### src/rtl/bcd_convert_arbiter_if.sv
// Request/result bundle for bcd_convert_arbiter. conv_count exists only when
// BCD_ARB_CONV_CNT_EN is defined.
interface bcd_convert_arbiter_if #(
  parameter int NUM_REQ      = 4,
  parameter int REQ_ID_WIDTH = 2,
  parameter int BIN_WIDTH    = 12,
  parameter int DIGITS       = 4
);
  logic [NUM_REQ-1:0]           req_valid;
  logic [NUM_REQ*BIN_WIDTH-1:0] req_binary;
  logic [NUM_REQ-1:0]           req_ready;
  logic                         bcd_valid;
  logic                         bcd_ready;
  logic [DIGITS*4-1:0]          bcd_digits;
  logic [REQ_ID_WIDTH-1:0]      bcd_req_id;
  logic                         busy;
`ifdef BCD_ARB_CONV_CNT_EN
  logic [15:0]                  conv_count;
`endif

  modport slave (
    input  req_valid, req_binary, bcd_ready,
`ifdef BCD_ARB_CONV_CNT_EN
    output conv_count,
`endif
    output req_ready, bcd_valid, bcd_digits, bcd_req_id, busy
  );

  modport master (
    output req_valid, req_binary, bcd_ready,
`ifdef BCD_ARB_CONV_CNT_EN
    input  conv_count,
`endif
    input  req_ready, bcd_valid, bcd_digits, bcd_req_id, busy
  );
endinterface

### src/rtl/bcd_convert_arbiter.sv
// Round-robin shared 1-bit/cycle double-dabble binary-to-BCD converter.
// Optional feature macro: BCD_ARB_CONV_CNT_EN (adds 16-bit completed-conversion counter).
module bcd_convert_arbiter #(
  parameter int NUM_REQ      = 4,
  parameter int REQ_ID_WIDTH = 2,
  parameter int BIN_WIDTH    = 12,
  parameter int DIGITS       = 4
) (
  input  logic                  clk,
  input  logic                  reset,
  bcd_convert_arbiter_if.slave  bus
);

  localparam int CNT_W = $clog2(BIN_WIDTH + 1);
  localparam int DW    = DIGITS * 4;
  localparam int WW    = DW + BIN_WIDTH;

  typedef enum logic [1:0] {
    S_IDLE  = 2'd0,
    S_SHIFT = 2'd1,
    S_DONE  = 2'd2
  } state_t;

  state_t                  state_q, state_d;
  logic [BIN_WIDTH-1:0]    operand_q, operand_d;
  logic [DW-1:0]           digits_q, digits_d;
  logic [CNT_W-1:0]        cnt_q, cnt_d;
  logic [REQ_ID_WIDTH-1:0] id_q, id_d;
  logic [REQ_ID_WIDTH-1:0] ptr_q, ptr_d;

  logic [NUM_REQ-1:0]      grant_s;
  logic [REQ_ID_WIDTH-1:0] grant_id_s;
  logic [BIN_WIDTH-1:0]    grant_operand_s;
  logic                    grant_found_s;
  logic                    result_taken_s;
  logic [WW-1:0]           shifted_s;

  function automatic logic [DW-1:0] dabble_adjust(input logic [DW-1:0] d);
    logic [DW-1:0] r;
    r = d;
    for (int k = 0; k < DIGITS; k++) begin
      if (d[4*k +: 4] >= 4'd5) begin
        r[4*k +: 4] = d[4*k +: 4] + 4'd3;
      end else begin
        r[4*k +: 4] = d[4*k +: 4];
      end
    end
    return r;
  endfunction

  function automatic int rr_index(input logic [REQ_ID_WIDTH-1:0] p, input int k);
    return (int'(p) + k) % NUM_REQ;
  endfunction

  // Round-robin search starting just after the last granted requester
  always_comb begin
    grant_s         = '0;
    grant_id_s      = '0;
    grant_operand_s = '0;
    grant_found_s   = 1'b0;
    for (int k = 1; k <= NUM_REQ; k++) begin
      if (!grant_found_s && bus.req_valid[rr_index(ptr_q, k)]) begin
        grant_found_s                   = 1'b1;
        grant_s[rr_index(ptr_q, k)]     = 1'b1;
        grant_id_s                      = REQ_ID_WIDTH'(rr_index(ptr_q, k));
        grant_operand_s                 = bus.req_binary[rr_index(ptr_q, k)*BIN_WIDTH +: BIN_WIDTH];
      end else begin
        grant_found_s = grant_found_s;
      end
    end
  end

  assign result_taken_s = (state_q == S_DONE) && bus.bcd_ready;

  // FSM state register
  always_ff @(posedge clk or posedge reset) begin
    if (reset) begin
      state_q <= S_IDLE;
    end else begin
      state_q <= state_d;
    end
  end

  // FSM next-state logic
  always_comb begin
    state_d = state_q;
    case (state_q)
      S_IDLE: begin
        if (grant_found_s) begin
          state_d = S_SHIFT;
        end else begin
          state_d = S_IDLE;
        end
      end
      S_SHIFT: begin
        if (cnt_q == CNT_W'(1)) begin
          state_d = S_DONE;
        end else begin
          state_d = S_SHIFT;
        end
      end
      S_DONE: begin
        if (bus.bcd_ready) begin
          state_d = S_IDLE;
        end else begin
          state_d = S_DONE;
        end
      end
      default: state_d = S_IDLE;
    endcase
  end

  // FSM outputs; grants are suppressed during reset and outside IDLE
  always_comb begin
    if ((state_q == S_IDLE) && !reset) begin
      bus.req_ready = grant_s;
    end else begin
      bus.req_ready = '0;
    end
    bus.busy       = (state_q != S_IDLE);
    bus.bcd_valid  = (state_q == S_DONE);
    bus.bcd_digits = digits_q;
    bus.bcd_req_id = id_q;
  end

  // One double-dabble step: adjust digits, then shift {digits, operand} left
  always_comb begin
    shifted_s = {dabble_adjust(digits_q), operand_q} << 1;
  end

  // Datapath next values
  always_comb begin
    operand_d = operand_q;
    digits_d  = digits_q;
    cnt_d     = cnt_q;
    id_d      = id_q;
    ptr_d     = ptr_q;
    case (state_q)
      S_IDLE: begin
        if (grant_found_s) begin
          operand_d = grant_operand_s;
          digits_d  = '0;
          cnt_d     = CNT_W'(BIN_WIDTH);
          id_d      = grant_id_s;
          ptr_d     = grant_id_s;
        end else begin
          operand_d = operand_q;
        end
      end
      S_SHIFT: begin
        digits_d  = shifted_s[WW-1 -: DW];
        operand_d = shifted_s[BIN_WIDTH-1:0];
        cnt_d     = cnt_q - CNT_W'(1);
      end
      S_DONE:  digits_d = digits_q;
      default: digits_d = digits_q;
    endcase
  end

  // Datapath registers; pointer resets so requester 0 is searched first
  always_ff @(posedge clk or posedge reset) begin
    if (reset) begin
      operand_q <= '0;
      digits_q  <= '0;
      cnt_q     <= '0;
      id_q      <= '0;
      ptr_q     <= REQ_ID_WIDTH'(NUM_REQ - 1);
    end else begin
      operand_q <= operand_d;
      digits_q  <= digits_d;
      cnt_q     <= cnt_d;
      id_q      <= id_d;
      ptr_q     <= ptr_d;
    end
  end

`ifdef BCD_ARB_CONV_CNT_EN
  logic [15:0] conv_count_q;

  // Completed-conversion counter, wraps naturally at 16 bits
  always_ff @(posedge clk or posedge reset) begin
    if (reset) begin
      conv_count_q <= 16'h0000;
    end else if (result_taken_s) begin
      conv_count_q <= conv_count_q + 16'h0001;
    end else begin
      conv_count_q <= conv_count_q;
    end
  end

  assign bus.conv_count = conv_count_q;
`else
  logic unused_result_taken_s;
  assign unused_result_taken_s = result_taken_s;
`endif

endmodule
### src/flat_wrapper.sv
// flat-port wrapper written by rule: the top's interface ports become plain ports
module bcd_convert_arbiter_flat 
#(
  parameter int NUM_REQ      = 4,
  parameter int REQ_ID_WIDTH = 2,
  parameter int BIN_WIDTH    = 12,
  parameter int DIGITS       = 4
)
  (clk, reset, bus_req_valid, bus_req_binary, bus_bcd_ready, bus_req_ready, bus_bcd_valid, bus_bcd_digits, bus_bcd_req_id, bus_busy);
  bcd_convert_arbiter_if #(.NUM_REQ(NUM_REQ), .REQ_ID_WIDTH(REQ_ID_WIDTH), .BIN_WIDTH(BIN_WIDTH), .DIGITS(DIGITS)) bus_i ();
  input  logic clk;
  input  logic reset;
  input wire logic [$bits(bus_i.req_valid)-1:0] bus_req_valid;
  input wire logic [$bits(bus_i.req_binary)-1:0] bus_req_binary;
  input wire logic [$bits(bus_i.bcd_ready)-1:0] bus_bcd_ready;
  output wire logic [$bits(bus_i.req_ready)-1:0] bus_req_ready;
  output wire logic [$bits(bus_i.bcd_valid)-1:0] bus_bcd_valid;
  output wire logic [$bits(bus_i.bcd_digits)-1:0] bus_bcd_digits;
  output wire logic [$bits(bus_i.bcd_req_id)-1:0] bus_bcd_req_id;
  output wire logic [$bits(bus_i.busy)-1:0] bus_busy;
  assign bus_i.req_valid = bus_req_valid;
  assign bus_i.req_binary = bus_req_binary;
  assign bus_i.bcd_ready = bus_bcd_ready;
  assign bus_req_ready = bus_i.req_ready;
  assign bus_bcd_valid = bus_i.bcd_valid;
  assign bus_bcd_digits = bus_i.bcd_digits;
  assign bus_bcd_req_id = bus_i.bcd_req_id;
  assign bus_busy = bus_i.busy;
  bcd_convert_arbiter #(.NUM_REQ(NUM_REQ), .REQ_ID_WIDTH(REQ_ID_WIDTH), .BIN_WIDTH(BIN_WIDTH), .DIGITS(DIGITS)) u_core (.clk(clk), .reset(reset), .bus(bus_i));
endmodule
### config.mk
export PLATFORM = sky130hd
export DESIGN_NAME = bcd_convert_arbiter_flat
export DESIGN_NICKNAME = d
export VERILOG_FILES = /design/src/rtl/bcd_convert_arbiter_if.sv /design/src/rtl/bcd_convert_arbiter.sv /design/src/flat_wrapper.sv
export SDC_FILE = /design/constraint.sdc
export NUM_CORES = 1
export LEC_CHECK = 0
export CAP_MARGIN = 20
export CORE_ASPECT_RATIO = 1.2
export CORE_MARGIN = 10
export CORE_UTILIZATION = 45
export DETAILED_ROUTE_END_ITERATION = 10
export GPL_TIMING_DRIVEN = 0
export PLACE_DENSITY = 0.69
export SYNTH_ARGS = -nofsm -noshare
export SYNTH_HDL_FRONTEND = slang
export SYNTH_SLANG_ARGS = --single-unit
### constraint.sdc
create_clock -name clk -period 4.3 [get_ports clk]
set_input_delay 0.86 -clock clk [delete_from_list [all_inputs] [get_ports clk]]
set_output_delay 0.86 -clock clk [all_outputs]
set_load 0.01 [all_outputs]
==> reports/summary.txt, run 1 <==
status -> finished, final reports clean
maximum clock frequency -> 236.4 MHz
H-Tree Depth -> 2
period utilization -> 0.9838
Sink Count -> 38
CTS buffer count -> 5
CTS tree -> yes
CP arrival -> 3.37 ns
overall power -> 7.557 mW
Most used DFF post-synth -> dfrtp_1
number of distinct library cells after synthesis -> 74
hold_buf cts -> 0
fin nets -> 913
Critical Path Start Type -> input port
FFs w/ async S/R, synth -> 1.000
vias per inst -> 7.494
worst min path class -> register to register
CP top delay family -> buffers and inverters
final cell count without fillers -> 1016
first-pass GRT wire length -> 47790 um
Slew headroom -> 0.4004
Mapped Area -> 6486 um2
final hold vios -> 0
Ys Warns -> 0
PwrDens -> 981.2 nW/um2
die span in y -> 151.5 um
pin count of the biggest net entering global routing -> 40
cells after synthesis -> 755
crit path max fanout -> 10
Req. time, crit path -> 3.44 ns
fin. max-slew vios -> 0
drt drc -> 0
crit-path max cell delay -> 0.62 ns
Critical-path top delay cell -> mux4_2
DP Cell Count -> 999
worst-margin pin slew -> 0.8994 ns
vias in the first global route -> 7387
vias post-DR -> 7614
width of the die -> 129.6 um
worst r2r src -> u_core.ptr_q[0]
Avg Inst Size Synth -> 8.591 um2
# setup viols final -> 0
initial antenna violation count -> 0
share of layout cells above drive strength 1 -> 0.1688
Setup Skew -> 0.008353 ns
cell with the most instances after synthesis -> mux2i_1
top cells by count, synth -> mux2i_1 (86), nand2_1 (68), mux4_2 (51), a21oi_1 (50), clkbuf_1 (43)
wire per inst -> 31.66 um
final wirelength -> 32170 um
cell taking the most area after synthesis -> mux4_2
IO Pins -> 79
most common cell type on the critical path -> buf_6
Initial Util -> 0.4557
Total GRT Usage -> 0.3253
Root Driver -> clkbuf_16
grt ovf -> 0
Area contributors post-synth -> mux4_2 (18%), dfrtp_1 (14%), mux2i_1 (13%)
Layout area overhead -> 18.73%
DPL Wire Length -> 23040 um
DRT iter0 DRCs -> 1002
fin util -> 0.5411
crit path launch -> bus_req_valid[2]
Final GP Congestion -> 1.081
register area share after synthesis -> 0.1470
Clock transition at path regs -> 0.06 ns
1st-pass router iterations -> 5
hold path start -> u_core.cnt_q[3]
syn nets -> 828
core box area -> 14230 um2
CP Class -> input port to primary output
Ant. Diodes -> 0
crit path time final -> 4.230 ns
filler cell count -> 1369
number of port buffers -> 69
RSZ-0062 raised after global routing -> false
Skew-Pair Late Insertion Delay -> 0.29 ns
worst-path cell chain -> clkdlybuf4s50_1 > mux4_2 > or2_1 > buf_6 > nor3b_4 > buf_6 > buf_4 > a22oi_1 > nor2_1 > buf_2
Max-cap violations -> 0
Die ar. -> 19640 um2
Yosys top cell area share -> 0.1771
crit end category -> primary output
Peak supply drop -> 0.4476 mV
maximum clock path buffer count -> 2
EDFF count, synth -> 0
antenna viol nets, final -> 0
Crit path buffers/inverters -> 5
P_leak -> 3.015 nW
row cnt -> 48
#FFs+latches synth -> 38
## cells by family after synthesis
family / Yosys count / share of synthesized area
multiplexers: 153 / 0.3399
buffers and inverters: 104 / 0.07233
AND/OR/NAND/NOR: 200 / 0.1505
AO/OA/AOI/OAI: 235 / 0.2461
XOR/XNOR: 7 / 0.009452
flip-flops: 38 / 0.1470
adder cells (fa/ha/maj): 18 / 0.03472
## state kept, by name, summed over array words and instances (netlist names)
name,cells
u_core.bus.bcd_digits,16
u_core.cnt_q,4
u_core.ptr_q,2
u_core.bus.bcd_req_id,2
u_core.state_q,2
u_core.operand_q,12
## stage by stage
stage	setup TNS, ns	hold WS (ns)	worst slack [ns]	instance area [um2]
after global placement	-25.96	0.4575	-1.816	7396
after global routing	0	0.4994	0.003246	7701
after detailed placement	-25.39	0.4679	-1.777	7396
final	0	0.4768	0.06975	7701
after floorplan	0	0.4403	0.2018	6486
after CTS	0	0.4829	0.01395	7681
## area by class of cell
cell class / count / area, um2 / share of cell area
multi-input combinational: 613 / 5082 / 0.6600
sequential: 38 / 953.4 / 0.1238
timing repair buffer: 81 / 770.7 / 0.1001
buffer: 81 / 456.7 / 0.05930
tap: 175 / 219.0 / 0.02843
clock buffer: 6 / 128.9 / 0.01673
inverter: 20 / 80.08 / 0.01040
clock inverter: 2 / 10.01 / 0.001300
## routing by layer
metal / vias up / GRT usage / wire, um
met2: 710 / 0.4879 / 13850
li1: 3123 / - / -
met1: 3560 / 0.3933 / 11360
met4: 0 / 0.2517 / 2907
met5: - / 0 / 0
met3: 221 / 0.08075 / 4045
## cell usage in the layout, fill, tap and decap left out, types with 12 or more instances in the layout
cell type        synthesis  layout
a211oi_1                14      14
a21oi_1                 50      50
buf_2                   23      21
buf_4                   11      24
clkbuf_1                43      37
clkdlybuf4s50_1          0      64
dfrtp_1                 36      36
ha_1                    18      17
inv_1                   18      17
mux2_2                  15      15
mux2i_1                 86      86
mux4_2                  51      51
nand2_1                 68      68
nand3_1                 23      23
nor2_1                  42      42
nor2b_1                 12      12
o21ai_0                 40      40
o221ai_1                16      16
o22ai_1                 21      21
## repair_timing
| item | CTS | global route |
|---|---|---|
| buffers inserted | 11 | 1 |
| setup endpoints to repair | 41 | 5 |
| resized for setup | 34 | 10 |
| pin swaps | 4 | 4 |
## where the power goes
part           total, mW  switching [mW]  internal [mW]
clock              0.361           0.148          0.213
combinational       6.49            3.99           2.50
sequential         0.703           0.162          0.541
total               7.56            4.30           3.26
## worst paths after layout
path,cells past startpoint,endpoint,slack [ns]
max in group asynchronous,2,u_core.bus.bcd_digits[6],2.74
setup / recovery,10,bus_req_ready[2],0.07
setup reg to reg,13,u_core.operand_q[3],0.18
hold / removal,1,u_core.cnt_q[3],0.48
min in group asynchronous,2,u_core.bus.bcd_digits[10],1.05
hold reg to reg,1,u_core.cnt_q[3],0.48
(Power assumes the default switching activity.)
==> inputs of run 2 (changes only) <==
Settings changed: SKIP_CTS_REPAIR_TIMING set to 1.
==> reports/summary.txt, run 2 (synthesis results as in run 1) <==
fin. max-slew vios -> 0 (unchanged)
initial antenna violation count -> 0 (unchanged)
Ant. Diodes -> 0 (unchanged)
max reg flops -> 16 (unchanged)
final hold vios -> 0 (unchanged)
DPL Wire Length -> 23040 um (unchanged)
Gate power share -> 0.861 (+0.002)
Max-cap violations -> 0 (unchanged)
die span in y -> 151.5 um (unchanged)
commonest cells after routing, fill and taps aside -> mux2i_1 (86), nand2_1 (68), clkdlybuf4s50_1 (65)
antenna viol nets, final -> 0 (unchanged)
CTS tree -> yes
WHS -> 0.4768 ns (-0.00003900 ns)
reg2reg path depth -> 14 (+1)
RSZ-0062 raised after global routing -> true
Slew headroom -> 0.4095 (+0.009165)
Initial Util -> 0.4557 (unchanged)
IO Pins -> 79 (unchanged)
Sink Count -> 38 (unchanged)
hold path start -> u_core.cnt_q[3]
share of layout cells above drive strength 1 -> 0.1912 (+0.02235)
Total GRT Usage -> 0.3185 (-0.006820)
post-route setup TNS -> 0 ns (unchanged)
Worst Hold Path EP -> u_core.cnt_q[3]
CTS buffer count -> 5 (unchanged)
most common cell after layout, fill and taps aside -> mux2i_1
number of port buffers -> 69 (unchanged)
worst r2r src -> u_core.ptr_q[0]
grt ovf -> 0 (unchanged)
H-Tree Depth -> 2 (unchanged)
CP Class -> register to primary output
drt drc -> 0 (unchanged)
Final GP Congestion -> 1.081 (unchanged)
Setup Skew -> 0.007556 ns (-0.0007971 ns)
P_leak -> 3.150 nW (+4.5%)
filler cell count -> 1346 (-1.7%)
first-pass GRT wire length -> 47090 um (-1.5%)
sequential power share -> 0.092 (about the same)
Clk pwr share -> 0.047 (about the same)
worst min path class -> register to register
Net Sw Power -> 4.313 mW (+0.30%)
Hold Crit Depth -> 1 (unchanged)
worst-margin pin slew -> 0.8857 ns (-0.01375 ns)
Req. time, crit path -> 3.44 ns (about the same)
final wirelength -> 32140 um (about the same)
maximum clock frequency -> 232.7 MHz (-1.5%)
core box area -> 14230 um2 (unchanged)
# setup viols final -> 0 (unchanged)
vias in the first global route -> 7261 (-1.7%)
Skew-Pair Late Insertion Delay -> 0.29 ns (about the same)
vias post-DR -> 7610 (-0.053%)
wire per inst -> 30.97 um (-2.2%)
sw frac -> 0.5606 (-0.008434)
R2R setup slack -> 0.11 ns (-0.07 ns)
row cnt -> 48 (unchanged)
Clock transition at path regs -> 0.06 ns (about the same)
PwrDens -> 974.1 nW/um2 (-0.72%)
Critical Path Start Type -> register
1st-pass router iterations -> 6 (+1)
Root Driver -> clkbuf_16
status -> finished, final reports clean
DRT iter0 DRCs -> 1164 (+16%)
Peak supply drop -> 0.4539 mV (+1.4%)
worst r2r dst -> u_core.operand_q[3]
crit path time final -> 4.297 ns (+0.06644 ns)
maximum clock path buffer count -> 2 (unchanged)
Pint -> 3.380 mW (+3.8%)
pin count of the biggest net entering global routing -> 40 (unchanged)
crit end category -> primary output
CP arrival -> 3.44 ns (+0.07 ns)
fin nets -> 935 (+2.4%)
Layout area overhead -> 21.76%
crit path max fanout -> 8 (-2)
vias per inst -> 7.331 (-2.2%)
period utilization -> 0.9992 (+0.01545)
Die ar. -> 19640 um2 (unchanged)
width of the die -> 129.6 um (unchanged)
-- run 2: through the flow --
step                area [um2]  total power, mW  std cells  utilization  worst slack [ns]
CTS                       7535            7.049       1007       0.5294            -2.121
global route              7898            8.002       1038       0.5549          -0.06972
finish                    7898            7.693       1038       0.5549          0.003314
detailed placement        7396            6.670        999       0.5196            -1.777
global placement          7396            6.696        999       0.5196            -1.816
floorplan                 6486            4.673        755            -            0.2018
-- run 2: power groups by stage --
stage,Combinational [mW],Sequential (mW),Clock (mW)
after global routing,6.89,0.732,0.377
after CTS,5.98,0.710,0.363
final,6.63,0.708,0.360
after detailed placement,5.96,0.715,0
after global placement,5.98,0.714,0
after floorplan,3.97,0.701,0
-- run 2: worst max-delay path by stage --
stage	endpoint	start	depth (start not counted)
3_3_place_gp	bus_req_ready[0]	u_core.ptr_q[0]	14
4_1_cts	bus_req_ready[0]	u_core.ptr_q[0]	14
6_report	bus_req_ready[0]	u_core.ptr_q[0]	15
3_5_place_dp	bus_req_ready[0]	u_core.ptr_q[0]	14
2_1_floorplan	bus_req_ready[2]	u_core.ptr_q[0]	13
5_1_grt	bus_req_ready[0]	u_core.ptr_q[0]	15
-- run 2: cell type report --
type / instances / area [um2] / area share
Multi-Input combinational cell: 613 / 5089 / 0.6443
Sequential cell: 38 / 953.4 / 0.1207
Timing Repair Buffer: 102 / 952.2 / 0.1206
Buffer: 82 / 457.9 / 0.05798
Tap cell: 175 / 219.0 / 0.02772
Clock buffer: 6 / 128.9 / 0.01632
Inverter: 20 / 87.58 / 0.01109
Clock inverter: 2 / 10.01 / 0.001267
-- run 2: worst max-delay path, cell delays in order, from the launching register on --
cell and delay, ns:
dfstp_2 0.60, buf_12 0.16, clkinv_8 0.06, buf_12 0.13
buf_12 0.12, ha_4 0.26, buf_6 0.09, mux4_2 0.36
or2_1 0.25, buf_6 0.13, nor3b_4 0.32, buf_6 0.20
buf_6 0.11, a221oi_2 0.05, nor2_1 0.15, buf_2 0.15
-- run 2: per-layer routing --
| layer | wire, um | global-route usage | up-vias | part of all wire |
|---|---|---|---|---|
| li1 | - | - | 3158 | - |
| met1 | 11270 | 0.3835 | 3566 | 0.35 |
| met2 | 14400 | 0.4917 | 705 | 0.45 |
| met3 | 4131 | 0.08702 | 181 | 0.13 |
| met4 | 2336 | 0.2066 | 0 | 0.073 |
| met5 | 0 | 0 | - | 0 |
